### src/rtl/contestant_input_conditioner_pkg.sv
// Shared definitions for the contestant front end, arbiter and display stages.
//   - round_state_t : encoding of the host-controlled round state
//   - N_CH          : number of contestant channels in the system
//   - DEBOUNCE_CYCLES_DEFAULT / CNT_W_DEFAULT : 20 ms at 50 MHz
//   - round_open()  : true while presses may reach the arbiter
package contestant_input_conditioner_pkg;

  localparam int N_CH                    = 3;
  localparam int DEBOUNCE_CYCLES_DEFAULT = 1000000;
  localparam int CNT_W_DEFAULT           = 20;

  typedef enum logic [1:0] {
    ST_IDLE   = 2'b00,
    ST_ARMED  = 2'b01,
    ST_LOCKED = 2'b10
  } round_state_t;

  function automatic logic round_open(input round_state_t s);
    return (s == ST_ARMED) || (s == ST_LOCKED);
  endfunction

endpackage

### src/rtl/contestant_input_conditioner_debounce_channel.sv
// One contestant channel: polarity correction, two-flop synchroniser,
// debounce counter, stable level and press-edge detection.
// Ports:
//   clock, reset (async, active low)
//   btn_raw    : raw pushbutton, asynchronous to clock
//   stable     : debounced "pressed" level
//   press_edge : combinational, high in the cycle after stable rose
module contestant_input_conditioner_debounce_channel #(
  parameter int DEBOUNCE_CYCLES = 1000000,
  parameter int CNT_W           = 20,
  parameter bit BTN_ACTIVE_LOW  = 1'b1
) (
  input  logic clock,
  input  logic reset,
  input  logic btn_raw,
  output logic stable,
  output logic press_edge
);

  logic             pressed_s;
  logic             sync1_r;
  logic             sync2_r;
  logic             stable_r;
  logic             stable_d_r;
  logic [CNT_W-1:0] cnt_r;

  // Normalise so that 1 always means "pressed" before synchronising.
  assign pressed_s = BTN_ACTIVE_LOW ? ~btn_raw : btn_raw;

  // Synchroniser, debounce counter and stable level.
  always_ff @(posedge clock or negedge reset) begin
    if (!reset) begin
      sync1_r    <= 1'b0;
      sync2_r    <= 1'b0;
      stable_r   <= 1'b0;
      stable_d_r <= 1'b0;
      cnt_r      <= {CNT_W{1'b0}};
    end else begin
      sync1_r    <= pressed_s;
      sync2_r    <= sync1_r;
      stable_d_r <= stable_r;
      if (sync2_r != stable_r) begin
        // The level changes only after DEBOUNCE_CYCLES disagreeing cycles in a row.
        if (cnt_r == CNT_W'(DEBOUNCE_CYCLES - 1)) begin
          stable_r <= sync2_r;
          cnt_r    <= {CNT_W{1'b0}};
        end else begin
          cnt_r <= cnt_r + CNT_W'(1);
        end
      end else begin
        cnt_r <= {CNT_W{1'b0}};
      end
    end
  end

  assign stable     = stable_r;
  // stable_d_r lags by one cycle, so this is high in the cycle after a rise.
  assign press_edge = stable_r & ~stable_d_r;

endmodule

### src/rtl/contestant_input_conditioner.sv
// Contestant input conditioner: debounced buttons, round FSM, false-start
// flags, first-presser capture and gated contestant levels for the arbiter.
// Ports:
//   clock, reset (async, active low)
//   btn_raw[N_CH]     : raw pushbuttons
//   arm, clear        : single-cycle host pulses (clear has priority)
//   con_out[N_CH]     : stable level gated by round state and foul
//   press_pulse[N_CH] : one-cycle pulse per debounced press, ungated
//   winner[N_CH]      : one-hot first valid presser, held until clear
//   foul[N_CH]        : sticky false-start flags
//   round_state[2]    : 00 IDLE, 01 ARMED, 10 LOCKED
module contestant_input_conditioner #(
  parameter int N_CH            = contestant_input_conditioner_pkg::N_CH,
  parameter int DEBOUNCE_CYCLES = contestant_input_conditioner_pkg::DEBOUNCE_CYCLES_DEFAULT,
  parameter int CNT_W           = contestant_input_conditioner_pkg::CNT_W_DEFAULT,
  parameter bit BTN_ACTIVE_LOW  = 1'b1
) (
  input  logic            clock,
  input  logic            reset,
  input  logic [N_CH-1:0] btn_raw,
  input  logic            arm,
  input  logic            clear,
  output logic [N_CH-1:0] con_out,
  output logic [N_CH-1:0] press_pulse,
  output logic [N_CH-1:0] winner,
  output logic [N_CH-1:0] foul,
  output logic [1:0]      round_state
);

  import contestant_input_conditioner_pkg::*;

  logic [N_CH-1:0] stable_s;
  logic [N_CH-1:0] press_edge_s;
  logic [N_CH-1:0] valid_s;
  logic [N_CH-1:0] winner_nxt_s;
  logic [N_CH-1:0] foul_nxt_s;
  round_state_t    state_nxt_s;

  round_state_t    state_r;
  logic [N_CH-1:0] winner_r;
  logic [N_CH-1:0] foul_r;
  logic [N_CH-1:0] press_pulse_r;
  logic [N_CH-1:0] con_out_r;

  // Isolate the lowest set bit: ties go to the lowest channel index.
  function automatic logic [N_CH-1:0] lowest_one(input logic [N_CH-1:0] v);
    return v & (~v + N_CH'(1));
  endfunction

  for (genvar i = 0; i < N_CH; i++) begin : g_ch
    contestant_input_conditioner_debounce_channel #(
      .DEBOUNCE_CYCLES (DEBOUNCE_CYCLES),
      .CNT_W           (CNT_W),
      .BTN_ACTIVE_LOW  (BTN_ACTIVE_LOW)
    ) u_debounce (
      .clock      (clock),
      .reset      (reset),
      .btn_raw    (btn_raw[i]),
      .stable     (stable_s[i]),
      .press_edge (press_edge_s[i])
    );
  end

  // Round FSM next state, foul flags and winner capture.
  always_comb begin
    state_nxt_s  = state_r;
    winner_nxt_s = winner_r;
    foul_nxt_s   = foul_r;
    valid_s      = press_edge_s & ~foul_r;
    if (clear) begin
      state_nxt_s  = ST_IDLE;
      winner_nxt_s = {N_CH{1'b0}};
      foul_nxt_s   = {N_CH{1'b0}};
    end else begin
      case (state_r)
        ST_IDLE: begin
          // A press before arming is a false start, even on the arming edge.
          foul_nxt_s = foul_r | press_edge_s;
          if (arm) begin
            state_nxt_s = ST_ARMED;
          end else begin
            state_nxt_s = ST_IDLE;
          end
        end
        ST_ARMED: begin
          if (valid_s != {N_CH{1'b0}}) begin
            state_nxt_s  = ST_LOCKED;
            winner_nxt_s = lowest_one(valid_s);
          end else begin
            state_nxt_s = ST_ARMED;
          end
        end
        ST_LOCKED: begin
          state_nxt_s = ST_LOCKED;
        end
        default: begin
          state_nxt_s = ST_IDLE;
        end
      endcase
    end
  end

  // Round state, flags and all registered outputs.
  always_ff @(posedge clock or negedge reset) begin
    if (!reset) begin
      state_r       <= ST_IDLE;
      winner_r      <= {N_CH{1'b0}};
      foul_r        <= {N_CH{1'b0}};
      press_pulse_r <= {N_CH{1'b0}};
      con_out_r     <= {N_CH{1'b0}};
    end else begin
      state_r       <= state_nxt_s;
      winner_r      <= winner_nxt_s;
      foul_r        <= foul_nxt_s;
      press_pulse_r <= press_edge_s;
      con_out_r     <= stable_s & {N_CH{round_open(state_r)}} & ~foul_r;
    end
  end

  assign con_out     = con_out_r;
  assign press_pulse = press_pulse_r;
  assign winner      = winner_r;
  assign foul        = foul_r;
  assign round_state = state_r;

endmodule

### config.mk
export PLATFORM = sky130hd
export DESIGN_NAME = contestant_input_conditioner
export DESIGN_NICKNAME = d
export VERILOG_FILES = /design/src/rtl/contestant_input_conditioner_pkg.sv /design/src/rtl/contestant_input_conditioner_debounce_channel.sv /design/src/rtl/contestant_input_conditioner.sv
export SDC_FILE = /design/constraint.sdc
export NUM_CORES = 1
export LEC_CHECK = 0
export ABC_CLOCK_PERIOD_IN_PS = 1900
export CORE_MARGIN = 2
export CORE_UTILIZATION = 23
export DETAILED_ROUTE_END_ITERATION = 7
export PLACE_DENSITY = 0.37
export SETUP_SLACK_MARGIN = 0.1
export SLEW_MARGIN = 25
export SYNTH_ARGS = -nofsm -noshare
export SYNTH_HDL_FRONTEND = slang
export SYNTH_SLANG_ARGS = --single-unit
### constraint.sdc
create_clock -name clock -period 1.9 [get_ports clock]
set_input_delay 0.38 -clock clock [delete_from_list [all_inputs] [get_ports clock]]
set_output_delay 0.38 -clock clock [all_outputs]
set_load 0.01 [all_outputs]
---- After elaboration in Yosys (flattened, before gate mapping) ----
Index checks and enable logic that the tools add are counted.
W data, S select, Z words.
cells by class
  multiplexer cells ....................... 15
  reductions and logical operators ........ 10
  shift-type cells ........................ 0
  eq/ne operators ......................... 8
  div/mod/pow operators ................... 0
  $lt $le $gt $ge ......................... 0
  add/sub/neg operators ................... 4
  $mul .................................... 0
  bitwise operators ....................... 16
operator list
  cell                     number
  $mux W20                 6
  $add A20 B1 Y20 const B  3
  $eq A20 B20 Y1 const B   3
  $mux W3                  5
  $and A3 B3 Y3            4
  $reduce_and A2 Y1        4
  $not A1 Y1               6
  $not A3 Y3               2
  $pmux W2 S3              1
  $reduce_bool A2 Y1       3
  $mux W2                  2
  $add A3 B1 Y3 const B    1
  $and A1 B1 Y1            3
  $ne A1 B1 Y1             3
  $or A3 B3 Y3             1
  $reduce_bool A3 Y1       1
  $eq A2 B1 Y1 const B     1
  $eq A2 B2 Y1 const B     1
  $logic_not A2 Y1         1
  $logic_or A1 B1 Y1       1
  $mux W1                  1
word-level totals
  output and inout bits ................... 14
  memory bits (read-only) ................. 0
  memories ................................ 0
  flip-flop bits (word level) ............. 86
  RAM bits ................................ 0
  logic and storage cells ................. 73
  latch bits .............................. 0

---- Longest topological paths before layout ----
  word-level depth ........................ 9
  gate-level depth with buffers ........... 6
  mapped depth without buffers ............ 5

---- Modules after synthesis ----
From an unflattened synthesis, not the netlist that was laid out.
second synthesis, totals
  cells, all modules ...................... 390
  area total of the unflattened synthesis .. 4,036.4 um^2
modules (own cells, without submodules)
  module                                         seq. area each (um^2)  cells each  area each (um^2)  times used
  contestant_input_conditioner_debounce_channel  600.6                  113         1,143.6           3
  contestant_input_conditioner                   350.3                  51          605.6             1

---- Least setup slack after synthesis ----
OpenSTA, ideal clock, no wires.
  path type ............................... register to register
  from .................................... register g_ch[1].u_debounce.cnt_r[0]
  to ...................................... register g_ch[1].u_debounce.cnt_r[18]
  cell stages (with the launch flop) ...... 7
  period minus slack after synthesis ...... 1.993 ns
  required time ........................... 1.827 ns
  setup slack ............................. -0.093 ns
  library setup time ...................... 0.073 ns
  buffers on the path ..................... 1
  data arrival time ....................... 1.920 ns
  cells stage by stage .................... dfrtp_1 > ha_1 > nand2_1 > or4_1 > buf_2 > or4_4 > a21oi_2
between the ends
  longest elaborated chain between the ends .. 3
RTL lines
  what                                                      RTL line                                                                                                  text
  start, declared                                           contestant_input_conditioner_debounce_channel.sv:25                                                       logic [CNT_W-1:0] cnt_r;
  start signal, assigned                                    contestant_input_conditioner_debounce_channel.sv:37                                                       cnt_r <= {CNT_W{1'b0}};
  start signal, assigned                                    contestant_input_conditioner_debounce_channel.sv:46                                                       cnt_r <= {CNT_W{1'b0}};
  start signal, assigned                                    contestant_input_conditioner_debounce_channel.sv:48                                                       cnt_r <= cnt_r + CNT_W'(1);
  $add A20 B1 Y20 / $eq A20 B20 Y1 (equally long branches)  contestant_input_conditioner_debounce_channel.sv:48, contestant_input_conditioner_debounce_channel.sv:44
  $mux W20 (*)                                              contestant_input_conditioner_debounce_channel.sv:44                                                       if (cnt_r == CNT_W'(DEBOUNCE_CYCLES - 1)) begin
  $mux W20 (*)                                              contestant_input_conditioner_debounce_channel.sv:42                                                       if (sync2_r != stable_r) begin
Every way passes the cells marked *; elsewhere a longest branch is shown, timed or not.
A chain may end at the register's enable or synchronous reset.

---- Final worst setup path ----
  from .................................... register g_ch[0].u_debounce.cnt_r[10]
  to ...................................... register g_ch[0].u_debounce.stable_r
between the ends
  longest elaborated chain between the ends .. 2
RTL lines
  what                                RTL line                                             text
  start, declared                     contestant_input_conditioner_debounce_channel.sv:25
  start signal, assigned              contestant_input_conditioner_debounce_channel.sv:37
  start signal, assigned              contestant_input_conditioner_debounce_channel.sv:46
  start signal, assigned              contestant_input_conditioner_debounce_channel.sv:48
  $eq A20 B20 Y1                      contestant_input_conditioner_debounce_channel.sv:44
  $reduce_and A2 Y1 (no source line)  --
  end signal, assigned                contestant_input_conditioner_debounce_channel.sv:45  stable_r <= sync2_r;
  end, declared                       contestant_input_conditioner_debounce_channel.sv:23  logic stable_r;
No other way between the ends.

==> results.md <==
Logic synthesis:
- The net count after synthesis is 396.
- Synthesis inferred 86 register bits.
- The proportion of synthesized chip area in sequential cells is 54.6%.
- The synthesized netlist cell count is 383.
- dfrtp_1 takes more of the synthesized area than any other cell.
- By area the synthesized netlist is led by dfrtp_1 (55%), nor2_1 (5.1%), xor2_1 (5.1%).
- The post-synthesis cell area is 3940 um2.
- The share of the synthesized area in the top cell type is 54.6%.
- The average instance in the mapped netlist occupies 10.3 um2.
- Yosys printed 0 warnings.
- The number of distinct library cells after synthesis is 39.

Setup path:
- The critical path data arrival time is 2090 ps.
- The maximum fanout along the worst path is 2.
- For the worst setup path, the data required time is 2130 ps.
- The sort of element at the start of the critical path is a flip-flop.
- The worst setup path is captured at a flip-flop.
- The category of the most critical setup path is reg2reg.

Final layout:
- The final-layout fill cell count is 1,706.
- The top cell types in the final layout, fill and taps aside, are dfrtp_1 (86), nor2_1 (42), buf_4 (35).
- The count of nets after finishing is 460.
- Of the cells placed in the final design, the portion with a size suffix greater than 1 is 22.8%.
- The library cell used most frequently in the layout, excluding fill and tap cells, is dfrtp_1.
- Once layout is complete, the cells apart from fillers number 672.
- The repair_antennas step left the layout with diodes totalling 0.
- The multi-input combinational cells in the finished layout cover a total of 1890 um2.
- The post-synthesis to final-layout area growth is 33.9%.
- The combined flip-flop and latch cell area is 2150 um2.

Die:
- The I/O pin count is 21.
- The die is 135 um tall.
- The floorplan step defined a die boundary enclosing 18,200 um2.
- The total area inside the core boundary comes to 16,600 um2.
- The number of standard-cell rows in the floorplan is 47.
- The effective utilization at floorplan is 23.7%.
- The die is 135 um wide.

STA:
- Setup repair after global routing could not meet its margin everywhere.
- The total of endpoints with negative setup slack in the final report is 0.
- The final count of pins violating max slew is 0.
- The highest attainable clock frequency is 538 MHz.
- The final critical path time including I/O delays and setup is 1860 ps.
- Of the available clock period, the critical path in the final layout requires 97.8%.
- The number of endpoints with negative hold slack in the final report came to 0.
- The clock skew is 9.91 ps.
- At the pin with the least slew margin, the transition time is 484 ps.
- The tightest hold margin is 349 ps.
- In this run the tightest slew margin relative to its limit is 67.7%.

Clocking:
- The root cell of the clock tree is clkbuf_16.
- The clock tree from TritonCTS is yes.
- The clock transition at the registers of the reported paths is 70 ps.
- The number of buffers between clock root and the deepest sink is 2.
- The number of buffers inserted during clock tree synthesis is 9.
- In this run the number of H-tree levels came out at 3.
- Clock latency on the worst-skew pair, taken at its later pin, is 350 ps.
- The clock net in this run drives a total of 86 sinks.

Route:
- The final layout contains routed wiring with a total length of 8890 um.
- The via count of the routed design is 3,011.
- The post-detailed-route count of antenna-violating nets is 0.
- After detailed routing, the number of remaining DRC violations is 0.
- The number of DRC markers in iteration 0 is 71.
- The iteration count of the initial detailed-routing pass is 6.
- In the final routed layout, each cell accounts on average for 13.2 um.
- Dividing the detail-routed via count by the number of cells gives 4.48.

Flow run:
- The tool flagged a number of max-cap violations equal to 0.

Status:
- The flow ran to the end, and the final reports show no timing, DRC or antenna violations.

GRT:
- The wire length of the first global-routing pass is 15,400 um.
- Global routing finished with a remaining overflow of 0.
- The number of global-route vias before repair was 3,114.
- Entering global routing, the biggest net connects 41 pins.
- The initial antenna violation count is 0.
- Global routing used 10.8% of the available tracks across all layers.

Placed design:
- At the end of routability-driven placement, the weighted congestion stood at 0.720.
- The half-perimeter wire length after detailed placement is 6120 um.
- During placement, the flow inserted port buffers numbering 20.
- In this run, placement finished with an instance count of 647.

Worst hold path:
- The path class of the tightest hold or removal check is reg2reg.

Pwr:
- Dividing total power by cell area gives a power density of 764 nW/um2.
- The worst-case vdd ir drop is 488 uV.
- The design draws 4.03 mW.
- The analysis attributes to cell leakage a power of 2.15 nW.
==> critical path, cell delays in order, from the launching register on <==
cell	delay, ps
dfrtp_1	370
or4_1	510
or4_4	470
nor2_4	100
mux2_4	290
==> flip-flops by register name (all words and copies together) (netlist names) <==
register                    cells
g_ch.u_debounce.sync2_r         3
winner                          3
con_out                         3
g_ch.u_debounce.stable          3
foul                            3
g_ch.u_debounce.cnt_r          60
g_ch.u_debounce.stable_d_r      3
g_ch.u_debounce.sync1_r         3
press_pulse                     3
round_state                     2
==> path summary, 6_finish.rpt <==
path / startpoint / end / slack [ps] / cells after the start
max: g_ch[0].u_debounce.cnt_r[10] / g_ch[0].u_debounce.stable / 40 / 4
min: g_ch[1].u_debounce.sync1_r / g_ch[1].u_debounce.sync2_r / 350 / 0
max reg2reg: g_ch[0].u_debounce.cnt_r[10] / g_ch[0].u_debounce.stable / 40 / 4
min reg2reg: g_ch[1].u_debounce.sync1_r / g_ch[1].u_debounce.sync2_r / 350 / 0
max in group asynchronous: reset / g_ch[1].u_debounce.cnt_r[2] / 790 / 3
min in group asynchronous: reset / g_ch[2].u_debounce.cnt_r[6] / 520 / 2
==> per-stage QoR <==
stage	utilization (%)	worst slack (ps)	instance area (um2)	setup TNS [ps]
after floorplan	-	39.9	3970	0
after global placement	28.1	23.0	4680	0
after detailed placement	28.1	-61.0	4680	-127
after CTS	30.6	6.19	5090	0
after global routing	31.7	-41.8	5270	-530
final	31.7	42.5	5270	0
==> per-layer routing <==
metal	up-vias	global-route usage (%)	part of all wire [%]
met4	0	6.32	2.6
met3	12	2.06	2.3
met2	32	17.0	47
met5	-	0	0
met1	1480	13.7	48
li1	1487	-	-
==> synth_stat cells <==
| library cell | number |
|---|---|
| buf_1 | 1 |
| mux2_2 | 4 |
| or4b_2 | 1 |
| nor3_1 | 12 |
| and3_1 | 6 |
| nor4_1 | 6 |
| nand4bb_1 | 1 |
| nand3_1 | 25 |
| ha_1 | 6 |
| and4_1 | 7 |
| nand2_1 | 20 |
| nor4b_1 | 2 |
| nand3_4 | 1 |
| or3_1 | 8 |
| or3b_2 | 1 |
| xor2_1 | 23 |
| a21oi_1 | 21 |
| a21bo_2 | 1 |
| clkbuf_1 | 4 |
| nor2b_1 | 3 |
| o21a_1 | 1 |
| o31ai_1 | 9 |
| a22oi_1 | 2 |
| o21ai_1 | 2 |
| nand2b_1 | 1 |
| mux2i_1 | 2 |
| nor3b_1 | 3 |
| or4_4 | 1 |
| and2_1 | 1 |
| nand4_1 | 12 |
| nand3b_1 | 2 |
| o21ai_0 | 8 |
| a21oi_2 | 1 |
| inv_1 | 14 |
| nor2_1 | 54 |
| xnor2_1 | 16 |
| buf_2 | 5 |
| dfrtp_1 | 86 |
| or4_1 | 10 |
==> power by group <==
group          total [mW]  switching (mW)  internal (mW)
Combinational       0.189           0.112         0.0775
Sequential           1.88          0.0235           1.85
Clock                1.96           0.792           1.17
==> area by class of cell <==
type / instances / area share (%)
timing repair buffer: 63 / 10.8
tap: 220 / 5.22
multi-input combinational: 273 / 35.9
inverter: 14 / 0.996
clock inverter: 7 / 1.99
sequential: 86 / 40.8
clock buffer: 9 / 4.27
==> kinds of logic (layout without fill, tap and decap cells) <==
kind of cell	after synthesis	count (layout)	synth area share, %
compound gates	45	45	6.70
xor+xnor	39	39	8.67
fa+ha+maj	6	6	1.91
buf+inv	24	93	2.45
flops	86	86	54.6
mux	6	6	1.65
simple gates	177	177	24.0
==> timing repair <==
action                                 CTS  global route
pin swaps                                6            18
hold buffers                             1             0
resized for setup                        7            43
buffers inserted                         5             2
gates cloned                             1             0
setup endpoints to repair               43            41
endpoints found under the hold margin   29             0
(Power assumes the default switching activity.)
